[config.mk]
export PLATFORM = sky130hd
export DESIGN_NAME = axi_lite_reg_slave_flat
export DESIGN_NICKNAME = d
export VERILOG_FILES = /design/src/rtl/axi_lite_reg_slave_if.sv /design/src/rtl/axi_lite_reg_slave.sv /design/src/flat_wrapper.sv
export SDC_FILE = /design/constraint.sdc
export NUM_CORES = 1
export LEC_CHECK = 0
export BUFFER_PORTS_ARGS = -buffer_cell sky130_fd_sc_hd__buf_4
export CAP_MARGIN = 25
export CORE_ASPECT_RATIO = 0.75
export CORE_MARGIN = 1
export CORE_UTILIZATION = 25
export DETAILED_ROUTE_END_ITERATION = 10
export PLACE_DENSITY_LB_ADDON = 0.12
export SYNTH_ARGS = -nofsm -noshare
export SYNTH_HDL_FRONTEND = slang
export SYNTH_SLANG_ARGS = --single-unit
[constraint.sdc]
create_clock -name ACLK -period 2.01 [get_ports ACLK]
set_input_delay 0.3015 -clock ACLK [delete_from_list [all_inputs] [get_ports ACLK]]
set_output_delay 0.3015 -clock ACLK [all_outputs]
set_load 0.005 [all_outputs]
[src/rtl/axi_lite_reg_slave_if.sv]
// ----------------------------------------------------------------------------
// axi_lite_reg_slave_if
//   AXI4-Lite bus bundle (AW, W, B, AR, R channels) between an interconnect
//   master and the register slave.
//   Parameters: ADDR_W (address width), DATA_W (data width, 32 or 64).
//   Modports:   master drives requests and the B/R ready signals;
//               slave  drives the ready signals and the B/R responses.
// ----------------------------------------------------------------------------
interface axi_lite_reg_slave_if #(
    parameter int unsigned ADDR_W = 32,
    parameter int unsigned DATA_W = 32
);
    // Write address channel
    logic                  AWVALID;
    logic                  AWREADY;
    logic [ADDR_W-1:0]     AWADDR;
    logic [2:0]            AWPROT;
    // Write data channel
    logic                  WVALID;
    logic                  WREADY;
    logic [DATA_W-1:0]     WDATA;
    logic [DATA_W/8-1:0]   WSTRB;
    // Write response channel
    logic                  BVALID;
    logic                  BREADY;
    logic [1:0]            BRESP;
    // Read address channel
    logic                  ARVALID;
    logic                  ARREADY;
    logic [ADDR_W-1:0]     ARADDR;
    logic [2:0]            ARPROT;
    // Read data channel
    logic                  RVALID;
    logic                  RREADY;
    logic [DATA_W-1:0]     RDATA;
    logic [1:0]            RRESP;

    modport master (
        output AWVALID, AWADDR, AWPROT,
        output WVALID, WDATA, WSTRB,
        output BREADY,
        output ARVALID, ARADDR, ARPROT,
        output RREADY,
        input  AWREADY, WREADY,
        input  BVALID, BRESP,
        input  ARREADY,
        input  RVALID, RDATA, RRESP
    );

    modport slave (
        input  AWVALID, AWADDR, AWPROT,
        input  WVALID, WDATA, WSTRB,
        input  BREADY,
        input  ARVALID, ARADDR, ARPROT,
        input  RREADY,
        output AWREADY, WREADY,
        output BVALID, BRESP,
        output ARREADY,
        output RVALID, RDATA, RRESP
    );
endinterface

[src/rtl/axi_lite_reg_slave.sv]
// ----------------------------------------------------------------------------
// axi_lite_reg_slave
//   Generic AXI4-Lite CSR block: NREGS memory-mapped registers behind a full
//   five-channel AXI4-Lite slave. AW and W are captured independently into
//   holding registers and committed together with byte strobes; reads are
//   served one beat per two cycles. Register contents are exported to fabric.
//
//   Parameters: ADDR_W, DATA_W (32 or 64), NREGS (>=1), RESET_VAL.
//   Ports:
//     ACLK      clock, rising edge
//     ARESET    synchronous reset, active-high
//     bus       axi_lite_reg_slave_if.slave (AW, W, B, AR, R channels)
//     reg_q     register contents, reg i at [i*DATA_W +: DATA_W]
//     wr_pulse  one-cycle strobe per register, raised with the committed value
//
//   Build option: define AXIL_PROT_CHECK_EN to reject unprivileged
//   (PROT[0]=0) accesses to register 0 with SLVERR. Undefined, PROT is ignored.
// ----------------------------------------------------------------------------
module axi_lite_reg_slave #(
    parameter int unsigned      ADDR_W    = 32,
    parameter int unsigned      DATA_W    = 32,
    parameter int unsigned      NREGS     = 16,
    parameter logic [DATA_W-1:0] RESET_VAL = '0
) (
    input  logic                    ACLK,
    input  logic                    ARESET,
    axi_lite_reg_slave_if.slave     bus,
    output logic [NREGS*DATA_W-1:0] reg_q,
    output logic [NREGS-1:0]        wr_pulse
);

    localparam int unsigned STRB_W = DATA_W / 8;
    localparam int unsigned OFF_W  = $clog2(STRB_W);
    localparam int unsigned IDX_W  = ADDR_W - OFF_W;
    localparam int unsigned SEL_W  = (NREGS > 1) ? $clog2(NREGS) : 1;

    localparam logic [1:0] RESP_OKAY   = 2'b00;
    localparam logic [1:0] RESP_SLVERR = 2'b10;

    // Elaboration guard on supported configurations
    if (DATA_W != 32 && DATA_W != 64) begin : g_bad_data_w
        $error("axi_lite_reg_slave: DATA_W must be 32 or 64");
    end
    if (NREGS < 1) begin : g_bad_nregs
        $error("axi_lite_reg_slave: NREGS must be at least 1");
    end

    // Register bank
    logic [DATA_W-1:0] regs [NREGS];

    // Write holding registers
    logic              aw_full;
    logic [IDX_W-1:0]  aw_idx;
    logic              w_full;
    logic [DATA_W-1:0] w_data;
    logic [STRB_W-1:0] w_strb;
`ifdef AXIL_PROT_CHECK_EN
    logic              aw_priv;
`endif

    // Response registers
    logic              b_valid;
    logic [1:0]        b_resp;
    logic              r_valid;
    logic [1:0]        r_resp;
    logic [DATA_W-1:0] r_data;

    // Decode results
    logic [IDX_W-1:0]  rd_idx;
    logic              wr_ok;
    logic              rd_ok;
    logic [SEL_W-1:0]  wr_sel;
    logic [SEL_W-1:0]  rd_sel;
    logic [DATA_W-1:0] rd_mux;
    logic              commit;

    // Address offset bits and unchecked PROT bits carry no meaning here
    logic unused_ok;
    assign unused_ok = &{1'b0, bus.AWPROT, bus.ARPROT,
                         bus.AWADDR[OFF_W-1:0], bus.ARADDR[OFF_W-1:0]};

    // Handshake readiness; all ready lines held low while in reset
    assign bus.AWREADY = !aw_full && !ARESET;
    assign bus.WREADY  = !w_full  && !ARESET;
    assign bus.ARREADY = !r_valid && !ARESET;
    assign bus.BVALID  = b_valid;
    assign bus.BRESP   = b_resp;
    assign bus.RVALID  = r_valid;
    assign bus.RRESP   = r_resp;
    assign bus.RDATA   = r_data;

    // Write commits only once both halves are held and no response is pending
    assign commit = aw_full && w_full && !b_valid;

    // Address decode and access check for both paths
    always_comb begin
        rd_idx = bus.ARADDR[ADDR_W-1:OFF_W];
        wr_ok  = (aw_idx < IDX_W'(NREGS));
        rd_ok  = (rd_idx < IDX_W'(NREGS));
`ifdef AXIL_PROT_CHECK_EN
        if (aw_idx == '0 && !aw_priv) begin
            wr_ok = 1'b0;
        end
        if (rd_idx == '0 && !bus.ARPROT[0]) begin
            rd_ok = 1'b0;
        end
`endif
        wr_sel = SEL_W'(aw_idx);
        rd_sel = SEL_W'(rd_idx);
        rd_mux = rd_ok ? regs[rd_sel] : '0;
    end

    // Flatten register bank for export
    always_comb begin
        reg_q = '0;
        for (int i = 0; i < int'(NREGS); i++) begin
            reg_q[i*DATA_W +: DATA_W] = regs[i];
        end
    end

    // Write path, read path and register bank
    always_ff @(posedge ACLK) begin
        if (ARESET) begin
            aw_full  <= 1'b0;
            aw_idx   <= '0;
            w_full   <= 1'b0;
            w_data   <= '0;
            w_strb   <= '0;
`ifdef AXIL_PROT_CHECK_EN
            aw_priv  <= 1'b0;
`endif
            b_valid  <= 1'b0;
            b_resp   <= RESP_OKAY;
            r_valid  <= 1'b0;
            r_resp   <= RESP_OKAY;
            r_data   <= '0;
            wr_pulse <= '0;
            for (int i = 0; i < int'(NREGS); i++) begin
                regs[i] <= RESET_VAL;
            end
        end else begin
            wr_pulse <= '0;

            // AW capture
            if (bus.AWVALID && !aw_full) begin
                aw_full <= 1'b1;
                aw_idx  <= bus.AWADDR[ADDR_W-1:OFF_W];
`ifdef AXIL_PROT_CHECK_EN
                aw_priv <= bus.AWPROT[0];
`endif
            end

            // W capture
            if (bus.WVALID && !w_full) begin
                w_full <= 1'b1;
                w_data <= bus.WDATA;
                w_strb <= bus.WSTRB;
            end

            // B handshake; cannot coincide with commit since commit needs !b_valid
            if (b_valid && bus.BREADY) begin
                b_valid <= 1'b0;
            end

            // Commit: strobed byte update, response and pulse on the same edge
            if (commit) begin
                aw_full <= 1'b0;
                w_full  <= 1'b0;
                b_valid <= 1'b1;
                b_resp  <= wr_ok ? RESP_OKAY : RESP_SLVERR;
                if (wr_ok) begin
                    for (int b = 0; b < int'(STRB_W); b++) begin
                        if (w_strb[b]) begin
                            regs[wr_sel][b*8 +: 8] <= w_data[b*8 +: 8];
                        end
                    end
                    wr_pulse[wr_sel] <= 1'b1;
                end
            end

            // Read: sample the bank before any same-edge commit lands
            if (bus.ARVALID && !r_valid) begin
                r_valid <= 1'b1;
                r_data  <= rd_mux;
                r_resp  <= rd_ok ? RESP_OKAY : RESP_SLVERR;
            end else if (r_valid && bus.RREADY) begin
                r_valid <= 1'b0;
            end
        end
    end

endmodule

[src/flat_wrapper.sv]
// flat-port wrapper written by rule: the top's interface ports become plain ports
module axi_lite_reg_slave_flat 
#(
    parameter int unsigned      ADDR_W    = 32,
    parameter int unsigned      DATA_W    = 32,
    parameter int unsigned      NREGS     = 16,
    parameter logic [DATA_W-1:0] RESET_VAL = '0
)
  (ACLK, ARESET, reg_q, wr_pulse, bus_AWVALID, bus_AWADDR, bus_AWPROT, bus_WVALID, bus_WDATA, bus_WSTRB, bus_BREADY, bus_ARVALID, bus_ARADDR, bus_ARPROT, bus_RREADY, bus_AWREADY, bus_WREADY, bus_BVALID, bus_BRESP, bus_ARREADY, bus_RVALID, bus_RDATA, bus_RRESP);
  axi_lite_reg_slave_if #(.ADDR_W(ADDR_W), .DATA_W(DATA_W)) bus_i ();
  input  logic ACLK;
  input  logic ARESET;
  output logic [NREGS*DATA_W-1:0] reg_q;
  output logic [NREGS-1:0] wr_pulse;
  input wire logic [$bits(bus_i.AWVALID)-1:0] bus_AWVALID;
  input wire logic [$bits(bus_i.AWADDR)-1:0] bus_AWADDR;
  input wire logic [$bits(bus_i.AWPROT)-1:0] bus_AWPROT;
  input wire logic [$bits(bus_i.WVALID)-1:0] bus_WVALID;
  input wire logic [$bits(bus_i.WDATA)-1:0] bus_WDATA;
  input wire logic [$bits(bus_i.WSTRB)-1:0] bus_WSTRB;
  input wire logic [$bits(bus_i.BREADY)-1:0] bus_BREADY;
  input wire logic [$bits(bus_i.ARVALID)-1:0] bus_ARVALID;
  input wire logic [$bits(bus_i.ARADDR)-1:0] bus_ARADDR;
  input wire logic [$bits(bus_i.ARPROT)-1:0] bus_ARPROT;
  input wire logic [$bits(bus_i.RREADY)-1:0] bus_RREADY;
  output wire logic [$bits(bus_i.AWREADY)-1:0] bus_AWREADY;
  output wire logic [$bits(bus_i.WREADY)-1:0] bus_WREADY;
  output wire logic [$bits(bus_i.BVALID)-1:0] bus_BVALID;
  output wire logic [$bits(bus_i.BRESP)-1:0] bus_BRESP;
  output wire logic [$bits(bus_i.ARREADY)-1:0] bus_ARREADY;
  output wire logic [$bits(bus_i.RVALID)-1:0] bus_RVALID;
  output wire logic [$bits(bus_i.RDATA)-1:0] bus_RDATA;
  output wire logic [$bits(bus_i.RRESP)-1:0] bus_RRESP;
  assign bus_i.AWVALID = bus_AWVALID;
  assign bus_i.AWADDR = bus_AWADDR;
  assign bus_i.AWPROT = bus_AWPROT;
  assign bus_i.WVALID = bus_WVALID;
  assign bus_i.WDATA = bus_WDATA;
  assign bus_i.WSTRB = bus_WSTRB;
  assign bus_i.BREADY = bus_BREADY;
  assign bus_i.ARVALID = bus_ARVALID;
  assign bus_i.ARADDR = bus_ARADDR;
  assign bus_i.ARPROT = bus_ARPROT;
  assign bus_i.RREADY = bus_RREADY;
  assign bus_AWREADY = bus_i.AWREADY;
  assign bus_WREADY = bus_i.WREADY;
  assign bus_BVALID = bus_i.BVALID;
  assign bus_BRESP = bus_i.BRESP;
  assign bus_ARREADY = bus_i.ARREADY;
  assign bus_RVALID = bus_i.RVALID;
  assign bus_RDATA = bus_i.RDATA;
  assign bus_RRESP = bus_i.RRESP;
  axi_lite_reg_slave #(.ADDR_W(ADDR_W), .DATA_W(DATA_W), .NREGS(NREGS), .RESET_VAL(RESET_VAL)) u_core (.ACLK(ACLK), .ARESET(ARESET), .bus(bus_i), .reg_q(reg_q), .wr_pulse(wr_pulse));
endmodule
==> impl_results.md <==
* N_diodes at 0
* Critical Path End Type: flop
* Slew Limit Fails at 0
* Failing checks: negative setup slack
* Drt via density at about 5.0
* Skew-Pair Late Insertion Delay at approximately 0.65 ns
* CTS sink count at 632
* Critical path data arrival time at about 2.8 ns
* Routed Antenna Nets at 0
* Maximum vdd drop at 0.000492 V
* Initial antenna violation count at 1
* Die footprint at about 110,000 µm²
* Crit Path Max Fanout at 12
* Worst path required time at 2.51 ns
* Post-route cell area at 41,200 µm²
* CORE AREA at 110,000 µm²
* DRC at 0
* PortBufs at 669
* Largest net degree at the start of global routing at 67
* Routed WL per cell at 28.6 µm
* Hold WS at 0.144 ns
* Warnings, synthesis at 0
* Placed cell area at approximately 36,000 µm²
* WP depth at 7
* CP max-delay cell: or4_4
* Fmax at roughly 0.43 GHz
* Ports at slightly below 700
* CP delay by family, top: simple AND/OR/NAND/NOR gates
* Crit path launch type: flop
* Pre-antenna DRT Iters at 7
* Syn Area/Cell at roughly 12 µm²
* H-tree Lvls at 3
* Final WL at 134 mm
* Post-route setup slack at -0.306 ns
* Slew of the pin with the lowest slew margin at ~0.71 ns
* Final Hold Fails at 0
* #FFs+latches synth at 632
* GRT Overall Usage at 0.221
* M1 WL at ~55 mm
* Final setup vio count at 710
* Clk root buf: clkbuf_16
* Synth unique cells at 43
* First-pass GRT wire length at 178 mm
* Vias in the first global route at 23,700
* Slew headroom at 0.525
* DP HPWL at 99.3 mm
* R2r worst-path depth at 7
* Setup CP Type: flop to flop
* Sequential fraction of the synthesis area at 0.639
* Met2 WL at 66.6 mm
* Fin crit period at approximately 2.3 ns
* Setup TNS at -130.63 ns
* Mapped cell area at 27,800 µm²
* Outcome: finished, violations left
* RSZ-0062 raised after global routing: true
* Final worst path period share at 1.15
* Syn-to-layout area delta at 47.9%
* Die W at 387 µm
* CTS Buf Count at 73
* Share of layout cells above drive strength 1 at 0.396
* Pre-CTS WS at -0.389 ns
* Post-Synthesis Cells at 2,384
* Overflow after GRT at 0
* Initial core utilization at 0.253
* Die height at 291 µm
* Maximum root-to-sink buffer count at 3
* Cell row count at around 110
* Hold WC Path Type: input port to flop
* Met3 WL at 9.84 mm
* CP cell instances: nor4_4, nand4_4, buf_6, or4_4, buf_12, clkbuf_16, nor2_1
* CTS tree: done
* Clk slew on worst S/H paths at 0.06 ns
* Highest routing layer actually used: met5
* DR iter-0 viols at 1,693
* Pleak at approximately 16 nW
* Clock skew at 0.0185 ns
* GPL Wtd Cong at 0.912
* PwrDens at slightly below 800 nW/µm²
* Via count at around 23,000
* WP buf/inv at 3
* Nets at 3,308
* Max Cap Viol at 0
* Hold Path Stages at 3
* CP max stage delay at 0.57 ns
-- metrics by stage --
stage / util / instances / total power [mW]
after detailed placement: 0.328 / 4446 / 18.3
after CTS: 0.363 / 4666 / 32.1
after floorplan: - / 2385 / 16.3
after global placement: 0.328 / 4446 / 18.3
after global routing: 0.375 / 4696 / 32.8
final: 0.375 / 4696 / 31.7
-- cell type report --
type | instances | area [µm²]
clock buffers | 100 | 2090
well taps | 1444 | 1810
fillers | 10800 | 68700
repair buffers | 971 | 8870
clock inverters | 32 | 295
flip-flops and latches | 632 | 17800
inverters | 40 | 150
multi-input cells | 1477 | 10200
-- registers in the layout, summed over array words and instances (netlist names) --
name	count
u_core.aw_full	1
u_core.aw_idx	30
u_core.bus.BRESP	1
u_core.bus.BVALID	1
u_core.bus.RDATA	32
u_core.bus.RRESP	1
u_core.bus.RVALID	1
u_core.regs	512
u_core.w_data	32
u_core.w_full	1
u_core.w_strb	4
u_core.wr_pulse	16
-- metal layers --
layer / vias up / global-route usage
met5: - / 0
met4: 2 / 0.0473
met1: 12000 / 0.269
li1: 10300 / -
met3: 134 / 0.0527
met2: 933 / 0.394
-- logic make-up after synthesis --
kind of cell | count (synthesis) | synth area share
mux | 224 | 0.0949
compound gates | 294 | 0.0739
flops | 632 | 0.639
buf+inv | 276 | 0.0403
other cells | 1 | 0.000135
simple gates | 957 | 0.152
-- report_power, final --
group	internal [mW]	switching (mW)
Combinational	1.54	1.77
Sequential	14.5	0.417
Clock	7.92	5.55
Total	24.0	7.74
-- synth_stat cells (all sizes together) --
master | count | area share
edfxtp | 512 | 0.55
nor2 | 470 | 0.063
nand2 | 231 | 0.031
mux2i | 192 | 0.069
clkbuf | 181 | 0.024
nor3 | 134 | 0.028
dfxtp | 120 | 0.086
a21oi | 67 | 0.012
buf | 55 | 0.011
a31o | 48 | 0.015
nor4 | 44 | 0.012
inv | 40 | 0.0054
nand3 | 34 | 0.0061
a211oi | 33 | 0.0089
o22ai | 33 | 0.0074
a221oi | 32 | 0.010
mux4 | 32 | 0.026
o21ai | 32 | 0.0058
o32ai | 31 | 0.0098
a21o | 16 | 0.0043
nand4 | 11 | 0.0032
nand2b | 8 | 0.0018
nor2b | 7 | 0.0016
and2 | 6 | 0.0013
or2 | 3 | 0.00067
or4 | 3 | 0.0011
and4 | 2 | 0.00063
o21a | 2 | 0.00054
and3b | 1 | 0.00031
conb | 1 | 0.00013
nor3b | 1 | 0.00027
nor4b | 1 | 0.00031
or3 | 1 | 0.00022
-- tightest hold or removal path: cells and delay by family --
family                 cells  cell delay [ns]
buffers and inverters      2             0.33
AOI/OAI and AO/OA          1             0.11
-- layout by cell type, fill, tap and decap left out, types with 9 or more instances in the layout --
cell,n
buf_4,774
o32ai_1,31
a211oi_1,33
nor4_1,37
a21o_1,16
a31o_4,48
a21oi_1,67
clkbuf_16,93
clkinv_1,10
inv_1,40
nor3_1,63
nor2_1,366
o21ai_0,32
o22ai_1,33
clkinv_2,10
nor2_2,78
nand3_1,33
nor3_4,9
mux2i_1,192
buf_6,23
nor3_2,62
clkbuf_1,18
nor2_4,26
a221oi_1,29
nand2_1,231
mux4_2,32
dlygate4sd3_1,77
dfxtp_1,115
edfxtp_1,512
nand4_1,9
buf_12,75
-- timing repair --
item                                    4_1_cts  5_1_grt
pin swaps                                    56       59
resized for setup                            76      210
endpoints found under the hold margin        72        0
setup buffers                                 9       13
hold buffers                                 77        0
gates cloned                                  4       19
endpoints found under the setup margin      722      987
-- path summary, 6_finish.rpt --
check	start	end	slack [ns]
worst min register to register	u_core.aw_idx[7]	u_core.aw_idx[7]	0.46
worst max-delay path	u_core.aw_idx[17]	u_core.regs[13][23]	-0.31
worst min-delay path	ARESET	u_core.aw_idx[3]	0.14
worst max register to register	u_core.aw_idx[17]	u_core.regs[13][23]	-0.31
(Power assumes the default switching activity.)
